## src/rtl/arc4_pkg.sv

```systemverilog
// Shared types for the ARC4 phase sequencer: FSM states, phase owner codes
// and default S memory geometry.
package arc4_pkg;

  localparam int ARC4_ADDR_W = 8;
  localparam int ARC4_DATA_W = 8;

  localparam logic [1:0] PH_NONE = 2'd0;
  localparam logic [1:0] PH_INIT = 2'd1;
  localparam logic [1:0] PH_KSA  = 2'd2;
  localparam logic [1:0] PH_PRGA = 2'd3;

  typedef enum logic [2:0] {
    ST_IDLE,
    ST_INIT_GO,
    ST_INIT_RUN,
    ST_KSA_GO,
    ST_KSA_RUN,
    ST_PRGA_GO,
    ST_PRGA_RUN,
    ST_ERR
  } state_t;

  // Owner of the S port for a given state; the mux is granted on GO entry.
  function automatic logic [1:0] phase_of(input state_t st);
    logic [1:0] ph;
    ph = PH_NONE;
    case (st)
      ST_INIT_GO, ST_INIT_RUN: ph = PH_INIT;
      ST_KSA_GO,  ST_KSA_RUN:  ph = PH_KSA;
      ST_PRGA_GO, ST_PRGA_RUN: ph = PH_PRGA;
      default:                 ph = PH_NONE;
    endcase
    return ph;
  endfunction

  function automatic logic is_active(input state_t st);
    return (st != ST_IDLE) && (st != ST_ERR);
  endfunction

endpackage

```

## src/rtl/arc4_sched_if.sv

```systemverilog
// Sequencer-facing bundle: upstream start/status, per-engine rdy/en handshake
// and memory port, and the single physical S port.
interface arc4_sched_if
  import arc4_pkg::*;
#(
  parameter int ADDR_W = ARC4_ADDR_W,
  parameter int DATA_W = ARC4_DATA_W
);

  logic              en;
  logic              rdy;
  logic              err;
  logic [1:0]        phase;

  logic              init_en;
  logic              ksa_en;
  logic              prga_en;
  logic              init_rdy;
  logic              ksa_rdy;
  logic              prga_rdy;

  logic [ADDR_W-1:0] init_addr;
  logic [ADDR_W-1:0] ksa_addr;
  logic [ADDR_W-1:0] prga_addr;
  logic [DATA_W-1:0] init_wrdata;
  logic [DATA_W-1:0] ksa_wrdata;
  logic [DATA_W-1:0] prga_wrdata;
  logic              init_wren;
  logic              ksa_wren;
  logic              prga_wren;

  logic [ADDR_W-1:0] s_addr;
  logic [DATA_W-1:0] s_wrdata;
  logic              s_wren;

  modport master (
    input  en,
    input  init_rdy, ksa_rdy, prga_rdy,
    input  init_addr, ksa_addr, prga_addr,
    input  init_wrdata, ksa_wrdata, prga_wrdata,
    input  init_wren, ksa_wren, prga_wren,
    output rdy, err, phase,
    output init_en, ksa_en, prga_en,
    output s_addr, s_wrdata, s_wren
  );

  modport slave (
    output en,
    output init_rdy, ksa_rdy, prga_rdy,
    output init_addr, ksa_addr, prga_addr,
    output init_wrdata, ksa_wrdata, prga_wrdata,
    output init_wren, ksa_wren, prga_wren,
    input  rdy, err, phase,
    input  init_en, ksa_en, prga_en,
    input  s_addr, s_wrdata, s_wren
  );

endinterface

```

## src/rtl/arc4_smem_mux.sv

```systemverilog
// Combinational 3:1 S port mux keyed by the registered phase owner.
// Unowned phase parks the port at zero with write disabled.
module arc4_smem_mux
  import arc4_pkg::*;
#(
  parameter int ADDR_W = ARC4_ADDR_W,
  parameter int DATA_W = ARC4_DATA_W
) (
  input  logic [1:0]        phase,
  input  logic [ADDR_W-1:0] init_addr,
  input  logic [DATA_W-1:0] init_wrdata,
  input  logic              init_wren,
  input  logic [ADDR_W-1:0] ksa_addr,
  input  logic [DATA_W-1:0] ksa_wrdata,
  input  logic              ksa_wren,
  input  logic [ADDR_W-1:0] prga_addr,
  input  logic [DATA_W-1:0] prga_wrdata,
  input  logic              prga_wren,
  output logic [ADDR_W-1:0] s_addr,
  output logic [DATA_W-1:0] s_wrdata,
  output logic              s_wren
);

  always_comb begin
    s_addr   = '0;
    s_wrdata = '0;
    s_wren   = 1'b0;
    case (phase)
      PH_INIT: begin
        s_addr   = init_addr;
        s_wrdata = init_wrdata;
        s_wren   = init_wren;
      end
      PH_KSA: begin
        s_addr   = ksa_addr;
        s_wrdata = ksa_wrdata;
        s_wren   = ksa_wren;
      end
      PH_PRGA: begin
        s_addr   = prga_addr;
        s_wrdata = prga_wrdata;
        s_wren   = prga_wren;
      end
      default: begin
        s_addr   = '0;
        s_wrdata = '0;
        s_wren   = 1'b0;
      end
    endcase
  end

endmodule

```

## src/rtl/arc4_sched.sv

```systemverilog
// ARC4 phase sequencer: runs init -> KSA -> PRGA on the shared S port, each
// started by a one-cycle en once the engine is rdy; a per-phase watchdog latches err.
module arc4_sched
  import arc4_pkg::*;
#(
  parameter int ADDR_W  = ARC4_ADDR_W,
  parameter int DATA_W  = ARC4_DATA_W,
  parameter int TIMEOUT = 4096
) (
  input  logic          clk,
  input  logic          rst,
  arc4_sched_if.master  bus
);

  localparam int              WD_W   = (TIMEOUT > 2) ? $clog2(TIMEOUT) : 1;
  localparam logic [WD_W-1:0] WD_MAX = WD_W'(TIMEOUT - 1);

  state_t          state_q, state_d;
  logic [WD_W-1:0] wd_q, wd_d;
  logic            seen_low_q, seen_low_d;
  logic            rdy_q, rdy_d;
  logic            err_q, err_d;
  logic [1:0]      phase_q, phase_d;
  logic            init_en_q, init_en_d;
  logic            ksa_en_q, ksa_en_d;
  logic            prga_en_q, prga_en_d;
  logic            cur_rdy;

  always_comb begin
    cur_rdy = 1'b0;
    case (phase_q)
      PH_INIT: cur_rdy = bus.init_rdy;
      PH_KSA:  cur_rdy = bus.ksa_rdy;
      PH_PRGA: cur_rdy = bus.prga_rdy;
      default: cur_rdy = 1'b0;
    endcase
  end

  always_comb begin
    state_d    = state_q;
    wd_d       = wd_q;
    seen_low_d = seen_low_q;
    init_en_d  = 1'b0;
    ksa_en_d   = 1'b0;
    prga_en_d  = 1'b0;

    case (state_q)
      ST_IDLE: begin
        if (bus.en) state_d = ST_INIT_GO;
      end
      ST_INIT_GO: begin
        if (cur_rdy) begin
          state_d    = ST_INIT_RUN;
          init_en_d  = 1'b1;
          seen_low_d = 1'b0;
        end
      end
      ST_KSA_GO: begin
        if (cur_rdy) begin
          state_d    = ST_KSA_RUN;
          ksa_en_d   = 1'b1;
          seen_low_d = 1'b0;
        end
      end
      ST_PRGA_GO: begin
        if (cur_rdy) begin
          state_d    = ST_PRGA_RUN;
          prga_en_d  = 1'b1;
          seen_low_d = 1'b0;
        end
      end
      ST_INIT_RUN, ST_KSA_RUN, ST_PRGA_RUN: begin
        // An engine may still show rdy right after en; only a rise after a
        // low period counts as done.
        if (!cur_rdy) seen_low_d = 1'b1;
        if (seen_low_q && cur_rdy) begin
          case (state_q)
            ST_INIT_RUN: state_d = ST_KSA_GO;
            ST_KSA_RUN:  state_d = ST_PRGA_GO;
            default:     state_d = ST_IDLE;
          endcase
        end
      end
      default: state_d = ST_ERR;
    endcase

    if (!is_active(state_q)) begin
      wd_d = '0;
    end else if (state_d != state_q) begin
      wd_d = '0;
    end else if (wd_q == WD_MAX) begin
      state_d = ST_ERR;
      wd_d    = '0;
    end else begin
      wd_d = wd_q + 1'b1;
    end

    phase_d = phase_of(state_d);
    rdy_d   = (state_d == ST_IDLE);
    err_d   = (state_d == ST_ERR);
  end

  always_ff @(posedge clk) begin
    if (rst) begin
      state_q    <= ST_IDLE;
      wd_q       <= '0;
      seen_low_q <= 1'b0;
      rdy_q      <= 1'b1;
      err_q      <= 1'b0;
      phase_q    <= PH_NONE;
      init_en_q  <= 1'b0;
      ksa_en_q   <= 1'b0;
      prga_en_q  <= 1'b0;
    end else begin
      state_q    <= state_d;
      wd_q       <= wd_d;
      seen_low_q <= seen_low_d;
      rdy_q      <= rdy_d;
      err_q      <= err_d;
      phase_q    <= phase_d;
      init_en_q  <= init_en_d;
      ksa_en_q   <= ksa_en_d;
      prga_en_q  <= prga_en_d;
    end
  end

  assign bus.rdy     = rdy_q;
  assign bus.err     = err_q;
  assign bus.phase   = phase_q;
  assign bus.init_en = init_en_q;
  assign bus.ksa_en  = ksa_en_q;
  assign bus.prga_en = prga_en_q;

  arc4_smem_mux #(
    .ADDR_W (ADDR_W),
    .DATA_W (DATA_W)
  ) u_smem_mux (
    .phase       (phase_q),
    .init_addr   (bus.init_addr),
    .init_wrdata (bus.init_wrdata),
    .init_wren   (bus.init_wren),
    .ksa_addr    (bus.ksa_addr),
    .ksa_wrdata  (bus.ksa_wrdata),
    .ksa_wren    (bus.ksa_wren),
    .prga_addr   (bus.prga_addr),
    .prga_wrdata (bus.prga_wrdata),
    .prga_wren   (bus.prga_wren),
    .s_addr      (bus.s_addr),
    .s_wrdata    (bus.s_wrdata),
    .s_wren      (bus.s_wren)
  );

  a_en_onehot: assert property (@(posedge clk) disable iff (rst)
    $onehot0({init_en_q, ksa_en_q, prga_en_q}));
  a_en_owner: assert property (@(posedge clk) disable iff (rst)
    (init_en_q -> phase_q == PH_INIT) && (ksa_en_q -> phase_q == PH_KSA) &&
    (prga_en_q -> phase_q == PH_PRGA));

endmodule

```

## src/flat_wrapper.sv

```systemverilog
// flat-port wrapper written by rule: the top's interface ports become plain ports
module arc4_sched_flat import arc4_pkg::*;
#(
  parameter int ADDR_W  = ARC4_ADDR_W,
  parameter int DATA_W  = ARC4_DATA_W,
  parameter int TIMEOUT = 4096
)
  (clk, rst, bus_en, bus_init_rdy, bus_ksa_rdy, bus_prga_rdy, bus_init_addr, bus_ksa_addr, bus_prga_addr, bus_init_wrdata, bus_ksa_wrdata, bus_prga_wrdata, bus_init_wren, bus_ksa_wren, bus_prga_wren, bus_rdy, bus_err, bus_phase, bus_init_en, bus_ksa_en, bus_prga_en, bus_s_addr, bus_s_wrdata, bus_s_wren);
  arc4_sched_if #(.ADDR_W(ADDR_W), .DATA_W(DATA_W)) bus_i ();
  input  logic clk;
  input  logic rst;
  input wire logic [$bits(bus_i.en)-1:0] bus_en;
  input wire logic [$bits(bus_i.init_rdy)-1:0] bus_init_rdy;
  input wire logic [$bits(bus_i.ksa_rdy)-1:0] bus_ksa_rdy;
  input wire logic [$bits(bus_i.prga_rdy)-1:0] bus_prga_rdy;
  input wire logic [$bits(bus_i.init_addr)-1:0] bus_init_addr;
  input wire logic [$bits(bus_i.ksa_addr)-1:0] bus_ksa_addr;
  input wire logic [$bits(bus_i.prga_addr)-1:0] bus_prga_addr;
  input wire logic [$bits(bus_i.init_wrdata)-1:0] bus_init_wrdata;
  input wire logic [$bits(bus_i.ksa_wrdata)-1:0] bus_ksa_wrdata;
  input wire logic [$bits(bus_i.prga_wrdata)-1:0] bus_prga_wrdata;
  input wire logic [$bits(bus_i.init_wren)-1:0] bus_init_wren;
  input wire logic [$bits(bus_i.ksa_wren)-1:0] bus_ksa_wren;
  input wire logic [$bits(bus_i.prga_wren)-1:0] bus_prga_wren;
  output wire logic [$bits(bus_i.rdy)-1:0] bus_rdy;
  output wire logic [$bits(bus_i.err)-1:0] bus_err;
  output wire logic [$bits(bus_i.phase)-1:0] bus_phase;
  output wire logic [$bits(bus_i.init_en)-1:0] bus_init_en;
  output wire logic [$bits(bus_i.ksa_en)-1:0] bus_ksa_en;
  output wire logic [$bits(bus_i.prga_en)-1:0] bus_prga_en;
  output wire logic [$bits(bus_i.s_addr)-1:0] bus_s_addr;
  output wire logic [$bits(bus_i.s_wrdata)-1:0] bus_s_wrdata;
  output wire logic [$bits(bus_i.s_wren)-1:0] bus_s_wren;
  assign bus_i.en = bus_en;
  assign bus_i.init_rdy = bus_init_rdy;
  assign bus_i.ksa_rdy = bus_ksa_rdy;
  assign bus_i.prga_rdy = bus_prga_rdy;
  assign bus_i.init_addr = bus_init_addr;
  assign bus_i.ksa_addr = bus_ksa_addr;
  assign bus_i.prga_addr = bus_prga_addr;
  assign bus_i.init_wrdata = bus_init_wrdata;
  assign bus_i.ksa_wrdata = bus_ksa_wrdata;
  assign bus_i.prga_wrdata = bus_prga_wrdata;
  assign bus_i.init_wren = bus_init_wren;
  assign bus_i.ksa_wren = bus_ksa_wren;
  assign bus_i.prga_wren = bus_prga_wren;
  assign bus_rdy = bus_i.rdy;
  assign bus_err = bus_i.err;
  assign bus_phase = bus_i.phase;
  assign bus_init_en = bus_i.init_en;
  assign bus_ksa_en = bus_i.ksa_en;
  assign bus_prga_en = bus_i.prga_en;
  assign bus_s_addr = bus_i.s_addr;
  assign bus_s_wrdata = bus_i.s_wrdata;
  assign bus_s_wren = bus_i.s_wren;
  arc4_sched #(.ADDR_W(ADDR_W), .DATA_W(DATA_W), .TIMEOUT(TIMEOUT)) u_core (.clk(clk), .rst(rst), .bus(bus_i));
endmodule
```

## config.mk

```make
export PLATFORM = sky130hd
export DESIGN_NAME = arc4_sched_flat
export DESIGN_NICKNAME = d
export VERILOG_FILES = /design/src/rtl/arc4_pkg.sv /design/src/rtl/arc4_sched_if.sv /design/src/rtl/arc4_smem_mux.sv /design/src/rtl/arc4_sched.sv /design/src/flat_wrapper.sv
export SDC_FILE = /design/constraint.sdc
export NUM_CORES = 1
export LEC_CHECK = 0
export ABC_AREA = 1
export CAP_MARGIN = 10
export CORE_UTILIZATION = 35
export CTS_CLUSTER_SIZE = 10
export DETAILED_ROUTE_END_ITERATION = 8
export PLACE_DENSITY = 0.69
export SLEW_MARGIN = 20
export SYNTH_ARGS = -nofsm -noshare
export SYNTH_HDL_FRONTEND = slang
export SYNTH_HIERARCHICAL = 1
export SYNTH_SLANG_ARGS = --single-unit
```

## constraint.sdc

```tcl
create_clock -name clk -period 4.65 [get_ports clk]
set_clock_uncertainty 0.2 [all_clocks]
set_input_delay 0.465 -clock clk [delete_from_list [all_inputs] [get_ports clk]]
set_output_delay 0.465 -clock clk [all_outputs]
set_load 0.01 [all_outputs]
```

Word level (Yosys, flattened, before mapping)
Cells that the tools add are included.
{"block": "totals", "reg_bits": 23, "in_bits": 57, "out_inout_bits": 24, "wordCells": 70}
{"block": "classes", "n_addsub": 1, "eq_ne": 21, "muxes": 19, "bitwise": 4, "reduce_logical": 16}
{"op": "$pmux 8 s3", "count": 2}
{"op": "$mux 3", "count": 8}
{"op": "$eq 3x3->1 const B", "count": 7}
{"op": "$pmux 3 s5", "count": 1}
{"op": "$add 12x1->12 const B", "count": 1}
{"op": "$eq 12x12->1 const B", "count": 1}
{"op": "$eq 3x2->1 const B", "count": 4}
{"op": "$reduce_or 2->1", "count": 6}
{"op": "$eq 3x1->1 const B", "count": 2}
{"op": "$logic_not 3->1", "count": 2}
{"op": "$pmux 1 s3", "count": 2}
{"op": "$pmux 2 s3", "count": 1}
{"op": "$pmux 3 s2", "count": 1}
{"op": "$reduce_or 3->1", "count": 2}
{"op": "$eq 2x2->1 const B", "count": 2}
{"op": "$not 1->1", "count": 4}
{"op": "$reduce_or 4->1", "count": 1}
{"op": "$mux 1", "count": 3}
{"op": "$ne 3x3->1", "count": 1}
{"op": "$ne 3x3->1 const B", "count": 1}
{"op": "$reduce_and 3->1", "count": 1}
{"op": "$reduce_bool 3->1", "count": 1}
{"op": "$eq 2x1->1 const B", "count": 1}
{"op": "$logic_and 1x1->1", "count": 2}
{"op": "4 further kinds", "count": 4}

Depth between registers and ports, before layout
{"block": "logic_depth", "depth_word": 11, "depth_mapped": 15, "depth_no_buf": 15}

By module
The synthesis kept the hierarchy.
{"mod": "arc4_sched", "n_inst": 1, "cells_each": 142, "area_each_um2": 1162.4, "seq_area_each_um2": 460.4}
{"mod": "arc4_smem_mux", "n_inst": 1, "cells_each": 80, "area_each_um2": 630.6, "seq_area_each_um2": 0.0}

Worst setup path before layout
No wires, ideal clock.
{"block": "synth_timing", "kind": "register -> register", "startpoint": "reg u_core.wd_q[0]", "endpoint": "reg u_core.phase_q[1] (netlist: u_core/bus.phase[1])", "setup_ps": 115, "t_arrival_ps": 2104, "t_required_ps": 4335, "slack_ps": 2231, "stages_incl_launch_ff": 13, "n_path_buf": 0, "synth_period_minus_slack_ps": 2419, "path_cell_list": "dfxtp_1 -> ha_1 -> nand3_2 -> nor3b_2 -> nand3_2 -> nor2_1 -> nand3_2 -> nand2_2 -> inv_2 -> ha_1 -> or3_1 -> a21oi_1 -> nor2_1"}
{"block": "synth_via", "elab_chain_cells": 7, "elab_cells_between_ends": 14, "classes_between": "eq/ne (7); mux (4); reduce/logical (3)"}
{"element": "from (decl)", "line_no": "arc4_sched.sv:19", "rtl": "logic [WD_W-1:0] wd_q, wd_d;"}
{"element": "from (signal assigned)", "line_no": "arc4_sched.sv:116", "rtl": "wd_q <= wd_d;"}
{"element": "$eq 12x12->1 *", "line_no": "arc4_sched.sv:91", "rtl": "end else if (wd_q == WD_MAX) begin"}
{"element": "$mux 3 *", "line_no": "arc4_sched.sv:91"}
{"element": "$mux 3 *", "line_no": "arc4_sched.sv:89", "rtl": "end else if (state_d != state_q) begin"}
{"element": "$mux 3 *", "line_no": "arc4_sched.sv:87", "rtl": "if (!is_active(state_q)) begin"}
{"element": "named net u_core.state_d[0]", "line_no": "arc4_sched.sv:18", "rtl": "state_t state_q, state_d;"}
{"element": "$eq 3x3->1 (tied with other cells)", "line_no": "arc4_pkg.sv:28", "rtl": "case (st)"}
{"element": "$reduce_or 2->1", "line_no": "arc4_pkg.sv:28"}
{"element": "$pmux 2 s3 *", "line_no": "arc4_pkg.sv:28"}
{"element": "to (signal assigned)", "line_no": "arc4_sched.sv:120", "rtl": "phase_q <= phase_d;"}
{"element": "to (decl)", "line_no": "arc4_sched.sv:23", "rtl": "logic [1:0] phase_q, phase_d;"}
Mark *: on every way through the listed nets, which the timed path passes. The rest lies on a longest branch.
A chain may end at the register's enable or synchronous reset.

Worst setup path after layout
{"block": "layout_timing", "startpoint": "reg u_core.phase_q[1] (netlist: u_core/bus.phase[1])", "endpoint": "out bus_s_addr[0]"}
{"block": "layout_via", "elab_chain_cells": 2, "elab_cells_between_ends": 4, "classes_between": "eq/ne (3); mux (1)"}
{"element": "$eq 2x2->1 or $eq 2x1->1 (tied branches)", "line_no": "arc4_smem_mux.sv:28", "rtl": "case (phase)"}
{"element": "$pmux 8 s3 *", "line_no": "arc4_smem_mux.sv:28"}
{"element": "to (decl)", "line_no": "flat_wrapper.sv:31", "rtl": "output wire logic [$bits(bus_i.s_addr)-1:0] bus_s_addr;"}
Mark *: on every way between the ends. The rest lies on a longest branch, timed or not.

==> results.md <==
* CTS tree: yes
* CP max stage delay at 0.69 ns
* Setup Slack @ Placement at between 1.5 and 2 ns
* Cell Area, Synth at 1790 um^2
* Net Count, Synth at approximately 280
* Slew @ Worst Pin at 0.867 ns
* Clock sink total at 23
* Worst endpoint required time at about 4.0 ns
* Cell variety after synth at 30
* Final critical-path required period at approximately 2.9 ns
* Reg area at about 460 um^2
* #FFs+latches synth at 23
* IO buf count at 80
* Die ar. at ~5400 um^2
* All-Layer GR Usage at between 10% and 20%
* Io pins at roughly 80
* Cts repair resizes at 0
* Gate power share at between 40% and 50%
* Crit-path slowest cell: dfxtp_1
* Final worst slack at between 1.5 and 2 ns
* R2R Setup Slk at approximately 1.9 ns
* Die width at around 74 um
* Core box area at around 4800 um^2
* Unrepaired setup endpoints after global routing: false
* CP Capture Type: primary output
* Final Routed Wirelength at between 4 and 5 mm
* FP Rows at 25
* Antenna violations before repair at 0
* P&R area growth vs syn at 45.2%
* WL per Instance at around 12 um
* DP HPWL at around 3.4 mm
* Status: finished clean
* CP Cell Sequence: buf_4 > inv_6 > nand3_1 > nand3_1 > clkdlybuf4s50_1
* Net switching power at 171 uW
* # DRC at 0
* Initial Util at 37.2%
* Layout cells sized above 1 at 24.3%
* Clock Latency Late Sink at 0.25 ns
* Power per cell area at 210 nW/um^2
* Setup-failing EPs final at 0
* Postcts setup bufs at 0
* WS Path Type: reg -> out
* Busiest grt layer: met2
* Detail Route Antenna Nets at 0
* Hold WC Path Type: reg -> reg
* # fillers at roughly 470
* WHS at 0.262 ns
* DR vias at about 1700
* Fmax at between 300 and 400 MHz
* Max capacitance violation total at 0
* Worst-path clk slew at 0.08 ns
* Ant diodes at 0
* Slew headroom at about 42%
* Register share of total power at a little under two fifths
* M2 GR Usage at 28.8%
* Most frequent CP cell: nand3_1
* Total CTS buffers at 3
* DRT iter0 DRCs at between 50 and 60
* H-tree depth at 1
* Syn_area_per_cell at roughly 8 um^2
* CP Launch Type: flip-flop
* Mapped Cells at ~220
* Final hold violations at 0
* GRT overflow at 0
* Largest net degree at the start of global routing at 42
* Max VDD drop at between 0.2 and 0.3 mV
* Clock power share at 21.6%
* Met3 Use GR at slightly below 4%
* First-pass DRT Iterations at 4
* Sequential area share after synthesis at roughly 26%
* Crit path max-delay family: buffers and inverters
* Vias/cell at 4.71
* First-pass GRT wire length at just under 7 mm
* CP Max Fanout at 25
* Root buf cell: clkbuf_8
* Final core occ at a little over half
* RD Place Congestion at 0.766
* CP arrival at 2.19 ns
* Die Y-Extent at about 74 um
* Vias in the first global route at 1526
* Final net count at 359
* Internal Power at between 300 and 400 uW
* GR Util met1 at 18.8%
* CTS max path bufs at 2
* TNS Setup at 0 ns
* Yosys warning total at 6
* Area of the multi-input gates at between 1000 and 1500 um^2
* Crit share post-route at between 60% and 70%
* Pleak at approximately 0.0010 uW
* Hold bufs inserted after CTS at 0
* Switching Share at roughly 31%
* Final Power at between 500 and 600 uW
* CP bufs+invs at 3
* Max Transition Viols Final at 0
final timing paths:
check | endpoint | cells after the start | startpoint
worst max register to register | u_core/bus.phase[1]$_SDFF_PP0_ | 14 | u_core/bus.phase[0]$_SDFF_PP0_
worst max-delay path | bus_s_addr[0] | 5 | u_core/bus.phase[1]$_SDFF_PP0_
worst min-delay path | u_core/wd_q[0]$_SDFF_PP0_ | 1 | u_core/wd_q[0]$_SDFF_PP0_
worst min register to register | u_core/wd_q[0]$_SDFF_PP0_ | 1 | u_core/wd_q[0]$_SDFF_PP0_
area by class of cell:
type | count | area share (%)
clock buffers | 4 | 1.73
inverters | 20 | 3.36
multi-input cells | 167 | 42.6
flip-flops and latches | 23 | 17.7
well taps | 67 | 3.22
repair buffers | 82 | 31.3
per-layer routing:
layer,up-vias,wire [um]
li1,893,-
met1,754,1980
met2,60,1940
met3,2,405
met4,0,27
met5,-,0
cell families after synthesis:
group	Yosys count	share of synthesized area, %
AO/OA/AOI/OAI	8	3.28
XOR/XNOR	10	4.88
buffers and inverters	32	12.4
adder cells (fa/ha/maj)	5	3.49
AND/OR/NAND/NOR	144	50.2
flip-flops	23	25.7
sequential cells by signal, indices dropped and copies added (netlist names):
register,count
u_core/seen_low_q,1
u_core/wd_q,12
u_core/bus.init_en,1
u_core/bus.err,1
u_core/bus.rdy,1
u_core/bus.ksa_en,1
u_core/state_q,3
u_core/bus.prga_en,1
u_core/bus.phase,2
layout by cell type, fill, tap and decap left out, types with 2 or more instances in the layout:
| cell type | n |
|---|---|
| clkdlybuf4s50_1 | 80 |
| nor2_1 | 15 |
| nand2_2 | 5 |
| inv_1 | 12 |
| ha_1 | 5 |
| xor2_1 | 6 |
| nand2_1 | 16 |
| nor3_1 | 2 |
| a21oi_1 | 3 |
| nand3_1 | 50 |
| xnor2_1 | 4 |
| dfxtp_1 | 22 |
| clkbuf_8 | 3 |
| inv_2 | 5 |
| buf_4 | 2 |
| nor2_2 | 15 |
| nand4_1 | 2 |
| nand3_2 | 35 |
Yosys cell counts:
cell type,n,share of area (%)
buf_8,2,1.7
dfxtp_1,23,26
a21oi_1,3,0.84
clkinv_1,1,0.21
or3_1,1,0.35
o21ai_0,1,0.28
nor2_4,1,0.63
inv_2,5,1.0
nand2_1,16,3.3
nor2_2,15,5.2
nor3b_2,1,0.70
o21ai_2,1,0.49
nand4_1,2,0.70
ha_1,5,3.5
nor3_1,2,0.56
and3_1,1,0.35
nand2_2,5,1.7
nand3_1,50,14
o21bai_1,1,0.42
clkbuf_1,1,0.21
o2111ai_2,1,0.84
inv_8,1,0.63
a21boi_0,1,0.42
buf_6,9,5.7
inv_1,12,2.5
nor2_1,15,3.1
xor2_1,6,2.9
inv_6,1,0.49
xnor2_1,4,2.0
nand3_2,35,20
stage by stage:
step / instance area [um^2] / std cells
after global placement: 2560 / 359
after global routing: 2600 / 363
after detailed placement: 2560 / 359
after CTS: 2600 / 363
final: 2600 / 363
after floorplan: 1790 / 222
power groups by stage:
stage | registers [uW] | logic, uW | clock network, uW
finish | 210 | 219 | 118
global route | 211 | 236 | 134
CTS | 210 | 222 | 123
detailed placement | 214 | 221 | 0
global placement | 214 | 219 | 0
floorplan | 215 | 127 | 0
Note: power is estimated with default switching activity, not from simulation.
==> variant (config.mk and constraints unchanged) <==
Encoding of `state_t`: now one-hot (8 bits for 8 states).
--- a/src/rtl/arc4_pkg.sv
+++ b/src/rtl/arc4_pkg.sv
@@ -11,13 +11,13 @@
   localparam logic [1:0] PH_PRGA = 2'd3;
 
-  typedef enum logic [2:0] {
-    ST_IDLE,
-    ST_INIT_GO,
-    ST_INIT_RUN,
-    ST_KSA_GO,
-    ST_KSA_RUN,
-    ST_PRGA_GO,
-    ST_PRGA_RUN,
-    ST_ERR
+  typedef enum logic [7:0] {
+    ST_IDLE     = 8'b00000001,
+    ST_INIT_GO  = 8'b00000010,
+    ST_INIT_RUN = 8'b00000100,
+    ST_KSA_GO   = 8'b00001000,
+    ST_KSA_RUN  = 8'b00010000,
+    ST_PRGA_GO  = 8'b00100000,
+    ST_PRGA_RUN = 8'b01000000,
+    ST_ERR      = 8'b10000000
   } state_t;
 
Formal check against the unedited RTL: no difference found for any inputs over 10 cycles, from zero or initial values and one cycle with rst high; not proved beyond that.
==> variant against the unedited design <==
Setup slack better by 96 ps; sequential power increased by 20%; sequential share of layout area up 0.61 points; worst hold slack better by 7.2 ps; area after synthesis up 24%; sequential cell count increased by 5; synthesized cell count grew 37%; final area up 18%; non-clock buffer count did not move; critical path depth grew 7; routed wire length rose by 35%; power rose by 2.2%.
==> variant: results (changes against the unedited design) <==
* Number of fill cells in the layout at 601 (+27%)
* Unique masters post-synth at 36 (+20%)
* Clk_lat worst skew at 270 ps (+20 ps)
* Peak VDD IR at 0.000283 V (+11%)
* Met3 usage at 0.0478 (+0.00937)
* Leakage at 1.24 nW (+24%)
* Final wirelength at 5900 um (+35%)
* Crit path max fanout at 24 (-4.0%)
* Sequential share of the synthesized area at 0.253 (-0.00427)
* First-pass GRT wire length at 8780 um (+29%)
* Root Buffer: clkbuf_8
* Top cells by count, synth: nand3_1, nand2_1, nand3_2
* Reg2Reg Setup Slack at 1890 ps (+20 ps)
* Largest net degree at the start of global routing at 41 (-2.4%)
* Ant diodes at 0 (unchanged)
* Area after DPL at 2990 um2 (+17%)
* Relative slew slack at 0.600 (+0.178)
* Arrival time worst endpoint at 2750 ps (+560 ps)
* YS warnings at 6 (unchanged)
* CP max-delay cell: dfxtp_2
* R2R Path Start: u_core/bus.phase[0]
* Vias/cell at 5.00 (+6.2%)
* Syn_nets at 362 (+27%)
* Share of cells above drive strength 1 at 0.212 (-0.0310)
* Post-synth ARST share at 0 (unchanged)
* Dominant synthesized flop cell: dfxtp_1
* Hold Path End: u_core/wd_q[0]
* Dpl ws at 1720 ps (-19.1 ps)
* Reg2reg path depth at 12 (-2)
* Drt first-iter violations at 64 (+14%)
* GRT Overall Usage at 0.166 (+0.00817)
* Leading post-synthesis cells by cell area: dfxtp_1, nand3_2, nand3_1
* Max FFs per register at 12 (unchanged)
* Reg with most FFs: u_core/wd_q
* Clock slew at reported path FFs at 90 ps
* Vias in the first global route at 1985 (+30%)
* Worst reg2reg endpoint: u_core/wd_q[2]
* Gpl congestion at 0.841 (+9.8%)
* GR Util met2 at 0.280 (-0.00848)
* Outcome: finished clean
* DP Wirelength at 4480 um (+33%)
* Grt met1 use at 0.211 (+0.0222)
* Clock tree buffer depth at 2 (unchanged)
* NumNets Final at 436 (+21%)
## variant: cell types whose count changed in the layout (fill, tap and decap cells not counted), moves of 3 or more
cell,delta
a21oi_2,+3
dfxtp_1,+5
ha_1,-4
inv_1,+9
nand2_1,+39
nand3_1,+13
nor2_1,+11
nor2_2,-6
nor3_1,+3
xor2_1,-4
## variant: power breakdown
group / internal (mW) / leakage [nW] / switching (mW)
logic: 0.0685 / 0.972 / 0.0510
clock network: 0.115 / 0.0357 / 0.0742
registers: 0.244 / 0.228 / 0.00621
total: 0.428 / 1.24 / 0.131
## variant: logic make-up (layout without fill, tap and decap cells)
| family | count (synthesis) | after routing | synth area share |
|---|---|---|---|
| buffers and inverters | 42 | 115 | 0.117 |
| AND/OR/NAND/NOR | 213 | 213 | 0.559 |
| flip-flops | 28 | 28 | 0.253 |
| XOR/XNOR | 4 | 4 | 0.0158 |
| adder cells (fa/ha/maj) | 1 | 1 | 0.00564 |
| AO/OA/AOI/OAI | 16 | 16 | 0.0502 |
## variant: metrics by stage
step                      cells  hold WS [ps]
after floorplan             304           228
after global placement      448           245
after detailed placement    448           250
after CTS                   452           272
after global routing        452           293
final                       452           269
## variant: layout make-up
type | instances | area (um2) | area share
Inverter | 29 | 121 | 0.0396
Sequential cell | 28 | 562 | 0.183
Timing Repair Buffer | 82 | 816 | 0.266
Multi-Input combinational cell | 234 | 1400 | 0.457
Clock inverter | 1 | 30.0 | 0.00980
Tap cell | 75 | 93.8 | 0.0306
Clock buffer | 3 | 41.3 | 0.0135
## variant: per-layer routing
| metal | wire [um] | vias up |
|---|---|---|
| li1 | - | 1165 |
| met1 | 2640 | 1015 |
| met2 | 2570 | 78 |
| met3 | 666 | 2 |
| met4 | 19 | 0 |
| met5 | 0 | - |
## variant: worst max-delay path by stage
stage | cells past startpoint | slack [ps] | end | from
2_1_floorplan | 13 | 2720 | u_core/wd_q[6] | u_core/bus.phase[0]
3_3_place_gp | 12 | 1790 | u_core/wd_q[2] | bus_prga_rdy
3_5_place_dp | 12 | 1720 | u_core/wd_q[2] | bus_prga_rdy
4_1_cts | 12 | 1880 | u_core/wd_q[2] | u_core/bus.phase[0]
5_1_grt | 12 | 1640 | u_core/wd_q[2] | u_core/bus.phase[0]
6_report | 12 | 1890 | u_core/wd_q[2] | u_core/bus.phase[0]
## variant: critical path, delay by kind of cell (launching register included)
family                 cells  cell delay, ps
AO/OA/AOI/OAI              1             210
buffers and inverters      1              70
flip-flops                 1             690
AND/OR/NAND/NOR           10            1510
